### config.mk
export PLATFORM = sky130hd
export DESIGN_NAME = seg_scan_display
export DESIGN_NICKNAME = d
export VERILOG_FILES = /design/src/rtl/seg_scan_display.sv
export SDC_FILE = /design/constraint.sdc
export NUM_CORES = 1
export LEC_CHECK = 0
export ABC_AREA = 1
export CAP_MARGIN = 20
export CORE_UTILIZATION = 35
export DETAILED_ROUTE_END_ITERATION = 7
export PLACE_DENSITY = 0.59
export SLEW_MARGIN = 25
export SYNTH_ARGS = -nofsm -noshare
export SYNTH_HDL_FRONTEND = slang
export SYNTH_SLANG_ARGS = --single-unit
### constraint.sdc
create_clock -name disp_clk -period 4.25 [get_ports disp_clk]
set_clock_uncertainty 0.15 [all_clocks]
set_input_delay 0.425 -clock disp_clk [delete_from_list [all_inputs] [get_ports disp_clk]]
set_output_delay 0.425 -clock disp_clk [all_outputs]
set_load 0.01 [all_outputs]
### src/rtl/seg_scan_display.sv
// Four-digit common-anode seven-segment scanner showing one 16-bit page of a per-frame source snapshot.
// Build macro SEG_SCAN_LEADING_ZERO_BLANK_EN blanks leading zero digits on the lower page.
module seg_scan_display #(
    parameter int unsigned SCAN_DIV    = 50000,
    parameter int unsigned PAGE_FRAMES = 256
) (
    input  logic        disp_clk,
    input  logic        rst,
    input  logic [31:0] buffer,
    input  logic [31:0] ir,
    input  logic [10:0] pc,
    input  logic [31:0] regval,
    input  logic [1:0]  src_sel,
    input  logic        page_sel,
    input  logic        auto_page,
    output logic [3:0]  an,
    output logic [6:0]  seg,
    output logic        dp,
    output logic        frame_tick
);
    localparam int unsigned PS_W = (SCAN_DIV > 1) ? $clog2(SCAN_DIV) : 1;
    localparam int unsigned FC_W = (PAGE_FRAMES > 1) ? $clog2(PAGE_FRAMES) : 1;
    localparam logic [PS_W-1:0] PS_LAST = PS_W'(SCAN_DIV - 1);
    localparam logic [FC_W-1:0] FC_LAST = FC_W'(PAGE_FRAMES - 1);

    logic [PS_W-1:0] presc;
    logic [1:0]      digit;
    logic [FC_W-1:0] frame_cnt;
    logic            auto_bit;
    logic            page;
    logic [31:0]     snap;

    logic            slot_tick_c;
    logic            frame_c;
    logic [31:0]     src_word_c;
    logic [31:0]     snap_d;
    logic            page_d;
    logic [1:0]      digit_d;
    logic [15:0]     half_c;
    logic [3:0]      nib_c;
    logic [6:0]      glyph_c;
    logic            blank_c;

    // Scan timing, source mux and next-state of snapshot/page/digit
    always_comb begin
        slot_tick_c = (presc == PS_LAST);
        frame_c     = slot_tick_c && (digit == 2'd3);
        case (src_sel)
            2'd0:    src_word_c = buffer;
            2'd1:    src_word_c = ir;
            2'd2:    src_word_c = {21'b0, pc};
            default: src_word_c = regval;
        endcase
        snap_d  = frame_c ? src_word_c : snap;
        page_d  = frame_c ? (auto_page ? auto_bit : page_sel) : page;
        digit_d = slot_tick_c ? digit + 2'd1 : digit;
    end

    // Outputs are computed from the next digit/snapshot so a new frame starts on its own data
    always_comb begin
        half_c = page_d ? snap_d[31:16] : snap_d[15:0];
        nib_c  = half_c[{digit_d, 2'b00} +: 4];
        case (nib_c)
            4'h0:    glyph_c = 7'h40;
            4'h1:    glyph_c = 7'h79;
            4'h2:    glyph_c = 7'h24;
            4'h3:    glyph_c = 7'h30;
            4'h4:    glyph_c = 7'h19;
            4'h5:    glyph_c = 7'h12;
            4'h6:    glyph_c = 7'h02;
            4'h7:    glyph_c = 7'h78;
            4'h8:    glyph_c = 7'h00;
            4'h9:    glyph_c = 7'h10;
            4'hA:    glyph_c = 7'h08;
            4'hB:    glyph_c = 7'h03;
            4'hC:    glyph_c = 7'h46;
            4'hD:    glyph_c = 7'h21;
            4'hE:    glyph_c = 7'h06;
            default: glyph_c = 7'h0E;
        endcase
        blank_c = 1'b0;
`ifdef SEG_SCAN_LEADING_ZERO_BLANK_EN
        if (!page_d) begin
            case (digit_d)
                2'd1:    blank_c = (half_c[15:4] == 12'h000);
                2'd2:    blank_c = (half_c[15:8] == 8'h00);
                2'd3:    blank_c = (half_c[15:12] == 4'h0);
                default: blank_c = 1'b0;
            endcase
        end
`endif
    end

    always_ff @(posedge disp_clk or negedge rst) begin
        if (!rst) begin
            presc      <= '0;
            digit      <= 2'd0;
            frame_cnt  <= '0;
            auto_bit   <= 1'b0;
            page       <= 1'b0;
            snap       <= 32'h0;
            an         <= 4'b1111;
            seg        <= 7'b1111111;
            dp         <= 1'b1;
            frame_tick <= 1'b0;
        end else begin
            presc      <= slot_tick_c ? '0 : presc + PS_W'(1);
            digit      <= digit_d;
            snap       <= snap_d;
            page       <= page_d;
            frame_tick <= frame_c;
            // Auto-page counter runs regardless of auto_page so switching modes lands mid-cycle
            if (frame_c) begin
                if (frame_cnt == FC_LAST) begin
                    frame_cnt <= '0;
                    auto_bit  <= ~auto_bit;
                end else begin
                    frame_cnt <= frame_cnt + FC_W'(1);
                end
            end
            if (slot_tick_c) begin
                an  <= ~(4'b0001 << digit_d);
                seg <= blank_c ? 7'b1111111 : glyph_c;
                dp  <= ~(page_d && (digit_d == 2'd3));
            end
        end
    end

endmodule

; ---- Word level (Yosys, flattened, before mapping)
; Memories as Yosys holds them, arrays and structs flattened. A register that Yosys moved wholly into a read port is not among the register bits.
; Index checks and enable logic that the tools add are counted.
[op_classes]
muxes = 8
n_eq_ne = 6
n_reduce_logical = 5
n_bitwise = 3
shifts = 2
addsub = 3
[op_table]
columns = cell, n
row1 = $pmux 32 s3, 1
row2 = $mux 16, 2
row3 = $mux 32, 1
row4 = $add 16x1->16 const B, 1
row5 = $eq 16x16->1 const B, 1
row6 = $shiftx 16x5->4, 1
row7 = $add 8x1->8 const B, 1
row8 = $eq 8x8->1 const B, 1
row9 = $mux 8, 1
row10 = $eq 2x2->1 const B, 3
row11 = $not 4->4, 1
row12 = $shl 1x2->4 const A, 1
row13 = $add 2x1->2 const B, 1
row14 = $eq 2x1->1 const B, 1
row15 = $logic_and 1x1->1, 2
row16 = $logic_not 2->1, 1
row17 = $mux 1, 2
row18 = $mux 2, 1
row19 = $not 1->1, 2
row20 = $reduce_and 2->1, 1
row21 = $logic_not 1->1, 1
[totals]
mem_count = 1
mem_bits_ro = 112
input_bits = 113
regBits = 66
out_inout_bits = 13
word_cells = 37
[mem_list]
columns = name, words, word_bits, read_ports, rd_clocked_by_memory_dff, wr, line
row1 = (no name shown), 16, 7, 1, 1, 0, 63  ; case (nib_c)

; ---- Logic depth before layout (Yosys ltp)
; Gate-level depths: netlist (run 1).
[depth]
word_depth = 5
depth_mapped = 22
depth_no_buf = 21

; ---- Least setup slack after synthesis (run 1)
; Ideal clock, no wire load.
[synth_path]
kind = reg-to-reg
start = reg presc[0]
end = reg seg[1]
path_slack_ps = 1655
synth_period_minus_slack_ps = 2595
required_ps = 4023
n_path_buf = 2
arrival_ps = 2369
stages_incl_launch_ff = 22
setup_ps = 77
path_cell_list = dfrtp_1 ha_1 nand3_2 nor2_4 nand3_4 buf_6 buf_6 nand2_1 nand2_1 nand2_1 nand3_1 nand2_1 nand2_1 nand2_2 inv_2 ha_1 inv_1 nor2_1 nand2_1 nand2_1 nor2_2 nor2_2
[synth_between]
elab_chain_cells = 5
word_cells_on_any_way = 7
cone_classes = 1 x eq/ne / 1 x shift / 4 x mux / 1 x reduce/logical
[synth_lines]
columns = element, line
row1 = "start, declared", 26  ; logic [PS_W-1:0] presc;
row2 = "start signal, assigned", 107  ; presc <= slot_tick_c ? '0 : presc + PS_W'(1);
row3 = $eq 16x16->1 *, 46  ; slot_tick_c = (presc == PS_LAST);
row4 = $logic_and 1x1->1, 47  ; frame_c = slot_tick_c && (digit == 2'd3);
row5 = $mux 32 or $mux 1 (tied branches), "54, 55"
row6 = $mux 16, 61  ; half_c = page_d ? snap_d[31:16] : snap_d[15:0];
row7 = $shiftx 16x5->4, 62  ; nib_c = half_c[{digit_d, 2'b00} +: 4];
row8 = "end, declared", 17  ; output logic [6:0] seg,
; Mark *: on every way between the ends. The rest lies on a longest branch, timed or not.
; A chain may end at the register's enable or synchronous reset.

; ---- Worst setup path after layout (run 1)
; Same ends and word-level chain as after synthesis.

==> results of run 1 <==
-- how the worst min path moves through the flow --
stage               startpoint   endpoint  slack (ps)
floorplan                  rst   auto_bit         -20
global placement      presc[0]   presc[0]         300
detailed placement      seg[3]     seg[3]         310
CTS                        rst   presc[9]         130
global route               rst   presc[9]          10
finish                     rst  presc[11]         -30
-- cell families (layout without fill, tap and decap cells) --
family,count (synthesis),count (layout),share of synthesized area (%)
flops,73,73,38.5
xor+xnor,6,6,1.10
buf+inv,123,251,10.7
compound gates,55,55,6.23
fa+ha+maj,9,9,2.36
simple gates,454,454,41.1
-- cell usage in the layout (no fill, tap or decap), types with 2 or more instances in the layout --
cell type / n
sky130_fd_sc_hd__dfstp_2: 12
sky130_fd_sc_hd__xnor2_1: 2
sky130_fd_sc_hd__inv_2: 5
sky130_fd_sc_hd__nand2_1: 290
sky130_fd_sc_hd__nand2_2: 12
sky130_fd_sc_hd__a21oi_1: 22
sky130_fd_sc_hd__nand3_1: 60
sky130_fd_sc_hd__o21a_1: 2
sky130_fd_sc_hd__o21ai_1: 4
sky130_fd_sc_hd__a31oi_1: 2
sky130_fd_sc_hd__clkbuf_8: 3
sky130_fd_sc_hd__ha_1: 9
sky130_fd_sc_hd__buf_4: 8
sky130_fd_sc_hd__nor4_1: 2
sky130_fd_sc_hd__nor2_2: 9
sky130_fd_sc_hd__nor2_1: 55
sky130_fd_sc_hd__xor2_1: 4
sky130_fd_sc_hd__dfrtp_1: 61
sky130_fd_sc_hd__inv_1: 96
sky130_fd_sc_hd__o21ai_0: 22
sky130_fd_sc_hd__clkdlybuf4s50_1: 124
sky130_fd_sc_hd__nand2_4: 2
sky130_fd_sc_hd__nor2_4: 5
sky130_fd_sc_hd__clkbuf_16: 9
sky130_fd_sc_hd__clkinvlp_4: 2
sky130_fd_sc_hd__nand4_1: 12
-- sequential cells by signal, summed over array words and instances, names as in the netlist --
signal      count
dp              1
snap           32
frame_tick      1
page            1
digit           2
auto_bit        1
an              4
presc          16
seg             7
frame_cnt       8
-- stage by stage --
stage	hold slack, ps	total power [uW]	instances
after floorplan	-20.6	758	720
after global placement	299	895	1008
after CTS	132	1700	1024
after detailed placement	310	896	1008
final	-33.3	1680	1024
after global routing	10.4	1740	1024
-- cell type report --
| type | instances | area, um2 | share of cell area [%] |
|---|---|---|---|
| multi-input cells | 524 | 2430 | 37.4 |
| flip-flops and latches | 73 | 1840 | 28.3 |
| clock inverters | 4 | 50.0 | 0.770 |
| inverters | 102 | 383 | 5.89 |
| clock buffers | 12 | 267 | 4.10 |
| repair buffers | 133 | 1310 | 20.2 |
| well taps | 176 | 220 | 3.39 |
-- routing by layer --
| layer | track usage, % | wire length (um) | share of wire (%) | vias up |
|---|---|---|---|---|
| met5 | 0 | 0 | 0 | - |
| met4 | 6.17 | 231 | 1.7 | 0 |
| met3 | 3.35 | 459 | 3.3 | 18 |
| met2 | 36.1 | 6840 | 50 | 90 |
| met1 | 26.1 | 6180 | 45 | 2152 |
| li1 | - | - | - | 2458 |
-- power breakdown --
part	internal, uW	switching, uW	total [uW]
Combinational	111	75.3	186
Clock	501	294	795
Sequential	696	0	696
Total	1310	369	1680
==> metrics.yaml, run 1 <==
status: "finished, violations left"
violated_checks: "hold timing"
fp.dieH_um: 119
number_of_nets_at_the_end_of_the_flow: 965
postSynth.topFlopCell: "sky130_fd_sc_hd__dfrtp_1"
dr_total_vias: 4718
io_buffers: 125
dpl-instance-area_um2: 6180
asyncSetResetFlopFracSynth_pct: 100
final_critical_path_setup_slack_ps: 1050
clkSinkCount: 73
number_of_distinct_library_cells_after_synthesis: 37
tightest_slew_ps: 689
cp_cell_sequence: "ha_1, nand3_2, nor2_4, nand3_4, buf_4, nand2_1, nand2_2, nand2_1, nand3_1, nand2_1, nand2_1, nand2_2, inv_2, ha_1, inv_1, nor2_1, nand2_1, nand2_1, nor2_2, nor2_2"
antenna_found_initial: 0
synth_top_cells_by_area: "sky130_fd_sc_hd__dfrtp_1 (32%), sky130_fd_sc_hd__nand2_1 (23%), sky130_fd_sc_hd__inv_1 (7.5%)"
rsz0062_at_grt: "no"
timing_hold_violations_final: 58
hpwl_mm: 10.4
first_pass_grt_wire_length_mm: 23.1
floorplan.rows: 42
die_area_um2: 14100
endpoint: "seg[1]"
pin_count_of_the_biggest_net_entering_global_routing: 74
power_leakage_uw: 0.00346
cts_max_path_buffers: 2
post-cts-setup-buffer-count: 0
slowest_stage: "sky130_fd_sc_hd__dfrtp_1"
first_global_vias: 4791
via_per_inst: 4.61
worst_path_most_repeated_cell: "sky130_fd_sc_hd__nand2_1"
r2r-start: "presc[0]"
htree_num_levels: 3
finish.instance_area_um2: 6500
antenna_violating_nets_remaining: 0
pin_count: 126
synth_enable_flop_cells: 0
synth_area_um2: 4780
dp_worst_setup_slack_ps: 795
layout-drive-gt1-share_pct: 8.84
gp_congestion: 0.865
timing_max_transition_violations_final: 0
setup_viol_count_final: 0
timing.rr.end: "seg[1]"
synth_most_common_cell: "sky130_fd_sc_hd__nand2_1"
cts.hold.buffers_added: 0
wirelength_mm: 13.7
layout-area-overhead-vs-synth_pct: 36.1
detailedRoute.firstPassIterationCount: 4
worst_r2r_path_depth: 20
library_cell_used_as_clock_root_buffer: "sky130_fd_sc_hd__clkbuf_16"
drcViolationCount: 0
period_minus_slack_ps: 3200
path_buf_inv: 3
path_delay_family: "simple AND/OR/NAND/NOR gates"
layout.filler_cells: 1400
detail_route.iter0.violations: 217
start_util_pct: 35.9
floorplan.core_area_um2: 13300
power.density_nw_per_um2: 258
fmax_mhz: 313
synth_nets: 842
setup_tns_after_final_layout_ps: 0
cts_inserted_buffers: 9
globalRoute.totalOverflow: 0
setup.worst_path.start: "presc[0]"
synth_largest_type_area_fraction_pct: 31.9
worstPathArrival_ps: 3320
critPathMaxStageDelay_ps: 370
max_fo_critical_path: 40
route.detailed.wl_per_inst_um: 13.4
cts_tree: "done"
hold-worst-slack_ps: -33.3
die-width_um: 119
fin_crit_sh_pct: 75.3
synthCells: 720
worst-r2r-setup-slack_ps: 1050
slew_headroom_pct: 54.1
final_core_util_pct: 48.9
synth_seq_cells: 73
stages_on_worst_setup_path: 20
cp_data_required_time_ps: 4370
synthDominantAreaCellType: "sky130_fd_sc_hd__dfrtp_1"
timing.critical_path.to_type: "flop"
synth_common_cells: "sky130_fd_sc_hd__nand2_1 (290), sky130_fd_sc_hd__inv_1 (96), sky130_fd_sc_hd__dfrtp_1 (61)"
antenna_cells: 0
synth-warning-count: 0
hp-class: "input pin to asynchronous set/reset pin"
clk_transition_reported_paths_ps: 60
post_cts.resized_instances: 0
globalRouteTotalUtil_pct: 20.7
critical_path.startpoint_type: "flop"
yosysSeqAreaShare_pct: 38.5
postSynthAreaPerCell_um2: 6.64
max_cap_viol_count: 0
insertion_delay_of_the_later_clocked_pin_in_the_worst_skew_pair_ps: 340
critPathKind: "flop to flop"
worst_ir_drop_vdd_v: 0.000195
No activity file was read; power rests on OpenSTA's default activity.
==> run 2, diff against run 1 <==
==> constraint.sdc (replaced) <==
create_clock -name disp_clk -period 3.2 [get_ports disp_clk]
set_clock_uncertainty 0.15 [all_clocks]
set_input_delay 0.32 -clock disp_clk [delete_from_list [all_inputs] [get_ports disp_clk]]
set_output_delay 0.32 -clock disp_clk [all_outputs]
set_load 0.01 [all_outputs]
==> metrics.yaml, run 2 (synthesized netlist as in run 1, its figures left out) <==
status: "finished, final reports clean"
dp_worst_setup_slack_ps: 45.1  # -750 ps
number_of_nets_at_the_end_of_the_flow: 982  # +1.8%
cts_tree: "done"
finish.instance_area_um2: 6690  # +2.8%
path_delay_family: "simple AND/OR/NAND/NOR gates"
worstPathArrival_ps: 3050  # -270 ps
htree_num_levels: 3  # unchanged
slew_headroom_pct: 54.3  # +0.19 points
slowest_stage: "sky130_fd_sc_hd__dfrtp_1"
antenna_found_initial: 0  # unchanged
largest_register_ffs: 32  # unchanged
largest_registers: "snap (32), presc (16), frame_cnt (8)"
layout.cells.most_common: "sky130_fd_sc_hd__nand2_1"
floorplan.rows: 42  # unchanged
globalRoute.totalOverflow: 0  # unchanged
pin_count: 126  # unchanged
max_fo_critical_path: 11  # -73%
die-width_um: 119  # unchanged
cts_inserted_buffers: 9  # unchanged
fin_crit_sh_pct: 91.9  # +17 points
path_buf_inv: 3  # unchanged
most_frequent_cells_in_the_layout: "sky130_fd_sc_hd__nand2_1 (290), sky130_fd_sc_hd__clkdlybuf4s50_1 (124), sky130_fd_sc_hd__inv_1 (96)"
antenna_cells: 0  # unchanged
worst_r2r_path_depth: 19  # -5.0%
timing.critical_path.to_type: "flop"
via_per_inst: 4.72  # +2.4%
area.sequential_um2: 1840  # unchanged
endpoint: "seg[1]"
critical_path.startpoint_type: "flop"
report.power.total_uw: 2190  # +31%
insertion_delay_of_the_later_clocked_pin_in_the_worst_skew_pair_ps: 330  # about the same
dpl-instance-area_um2: 6290  # +1.7%
period_minus_slack_ps: 2940  # -259 ps
worst_ir_drop_vdd_v: 0.000239  # +22%
dr_total_vias: 4909  # +4.0%
gp_congestion: 0.919  # +6.2%
worst-r2r-setup-slack_ps: 260  # -790 ps
multi_input_area_um2: 2460  # +1.2%
r2r-start: "presc[0]"
power_leakage_uw: 0.00355  # +2.7%
critPathMaxStageDelay_ps: 370  # about the same
library_cell_used_as_clock_root_buffer: "sky130_fd_sc_hd__clkbuf_16"
layout-area-overhead-vs-synth_pct: 39.9
stages_on_worst_setup_path: 19  # -5.0%
floorplan.core_area_um2: 13300  # unchanged
globalRouteTotalUtil_pct: 20.8  # +0.15 points
clk_transition_reported_paths_ps: 60  # about the same
critPathKind: "flop to flop"
worst_path_most_repeated_cell: "sky130_fd_sc_hd__nand2_1"
power.density_nw_per_um2: 328  # +27%
first_pass_grt_wire_length_mm: 23.3  # +0.87%
layout.filler_cells: 1356  # -3.1%
route.detailed.wl_per_inst_um: 13.5  # +1.0%
timing.rr.end: "seg[1]"
setup.worst_path.start: "presc[0]"
drcViolationCount: 0  # unchanged
cp_cell_sequence: "ha_1, nand3_2, nor2_4, nand2_4, nand2_1, nand2_1, nor2_4, nand3_1, nand2_1, inv_2, nand2_2, inv_2, ha_1, inv_1, nor2_1, nand2_1, nand2_1, nor2_2, nor2_2"
first_global_vias: 4877  # +1.8%
die_area_um2: 14100  # unchanged
setup_viol_count_final: 0  # unchanged
timing_max_transition_violations_final: 0  # unchanged
detailedRoute.firstPassIterationCount: 4  # unchanged
layout-drive-gt1-share_pct: 10.5  # +1.7 points
antenna_violating_nets_remaining: 0  # unchanged
clkSinkCount: 73  # unchanged
fp.dieH_um: 119  # unchanged
final_core_util_pct: 50.3  # +1.4 points
timing_hold_violations_final: 0  # -100%
cp_data_required_time_ps: 3310  # -1060 ps
fmax_mhz: 340  # +8.8%
final_critical_path_setup_slack_ps: 259  # -791 ps
tightest_slew_ps: 686  # -2.90 ps
pin_count_of_the_biggest_net_entering_global_routing: 74  # unchanged
hpwl_mm: 10.7  # +2.9%
wirelength_mm: 14.1  # +2.6%
io_buffers: 125  # unchanged
registers.top_by_ff_count: "snap"
hp-class: "flop to flop"
cts_max_path_buffers: 2  # unchanged
max_cap_viol_count: 0  # unchanged
detail_route.iter0.violations: 284  # +31%
start_util_pct: 35.9  # unchanged
run 2: changes by cell type in the layout (fill, tap and decap cells not counted), moves of 2 or more:
cell | before | now
sky130_fd_sc_hd__buf_4 | 8 | 20
sky130_fd_sc_hd__buf_12 | 0 | 3
sky130_fd_sc_hd__nor2_4 | 5 | 8
sky130_fd_sc_hd__clkinvlp_4 | 2 | 0
sky130_fd_sc_hd__nand2_2 | 12 | 10
sky130_fd_sc_hd__nand2_4 | 2 | 4
sky130_fd_sc_hd__nor2_1 | 55 | 53
run 2: final cells by class:
cell class	count	area share (%)
clock buffer	12	3.84
clock inverter	3	0.599
inverter	102	5.73
multi-input combinational	524	36.8
sequential	73	27.6
tap	176	3.29
timing repair buffer	150	22.2
run 2: metrics by stage:
| stage | TNS, ps | hold slack [ps] | cells |
|---|---|---|---|
| 2_1_floorplan | 0 | -126 | 720 |
| 3_3_place_gp | 0 | 297 | 1017 |
| 3_5_place_dp | 0 | 306 | 1017 |
| 4_1_cts | 0 | 26.0 | 1032 |
| 5_1_grt | -4.39 | 336 | 1040 |
| 6_report | 0 | 311 | 1040 |
run 2: what timing repair did:
action,in CTS,in global routing
hold buffers,0,1
buffers inserted,0,7
endpoints found under the setup margin,0,7
gates resized for setup,0,8
endpoints found under the hold margin,0,61
run 2: power breakdown:
group          switching, uW  internal, uW  total (uW)
registers                  0           924         924
logic                    101           156         258
clock network            373           639        1010
run 2: worst min path at each step:
stage / depth (start not counted) / startpoint / endpoint / slack, ps
2_1_floorplan: 0 / rst / auto_bit / -130
3_3_place_gp: 1 / presc[0] / presc[0] / 300
3_5_place_dp: 1 / presc[0] / presc[0] / 310
4_1_cts: 1 / rst / presc[10] / 30
5_1_grt: 1 / presc[0] / presc[0] / 340
6_report: 1 / presc[0] / presc[0] / 310
run 2: layer usage:
metal	track usage, %	share of wire [%]	routed length [um]
met1	25.5	45	6300
met2	36.6	50	6980
met3	3.54	3.4	474
met4	7.52	2.2	311
met5	0	0	0
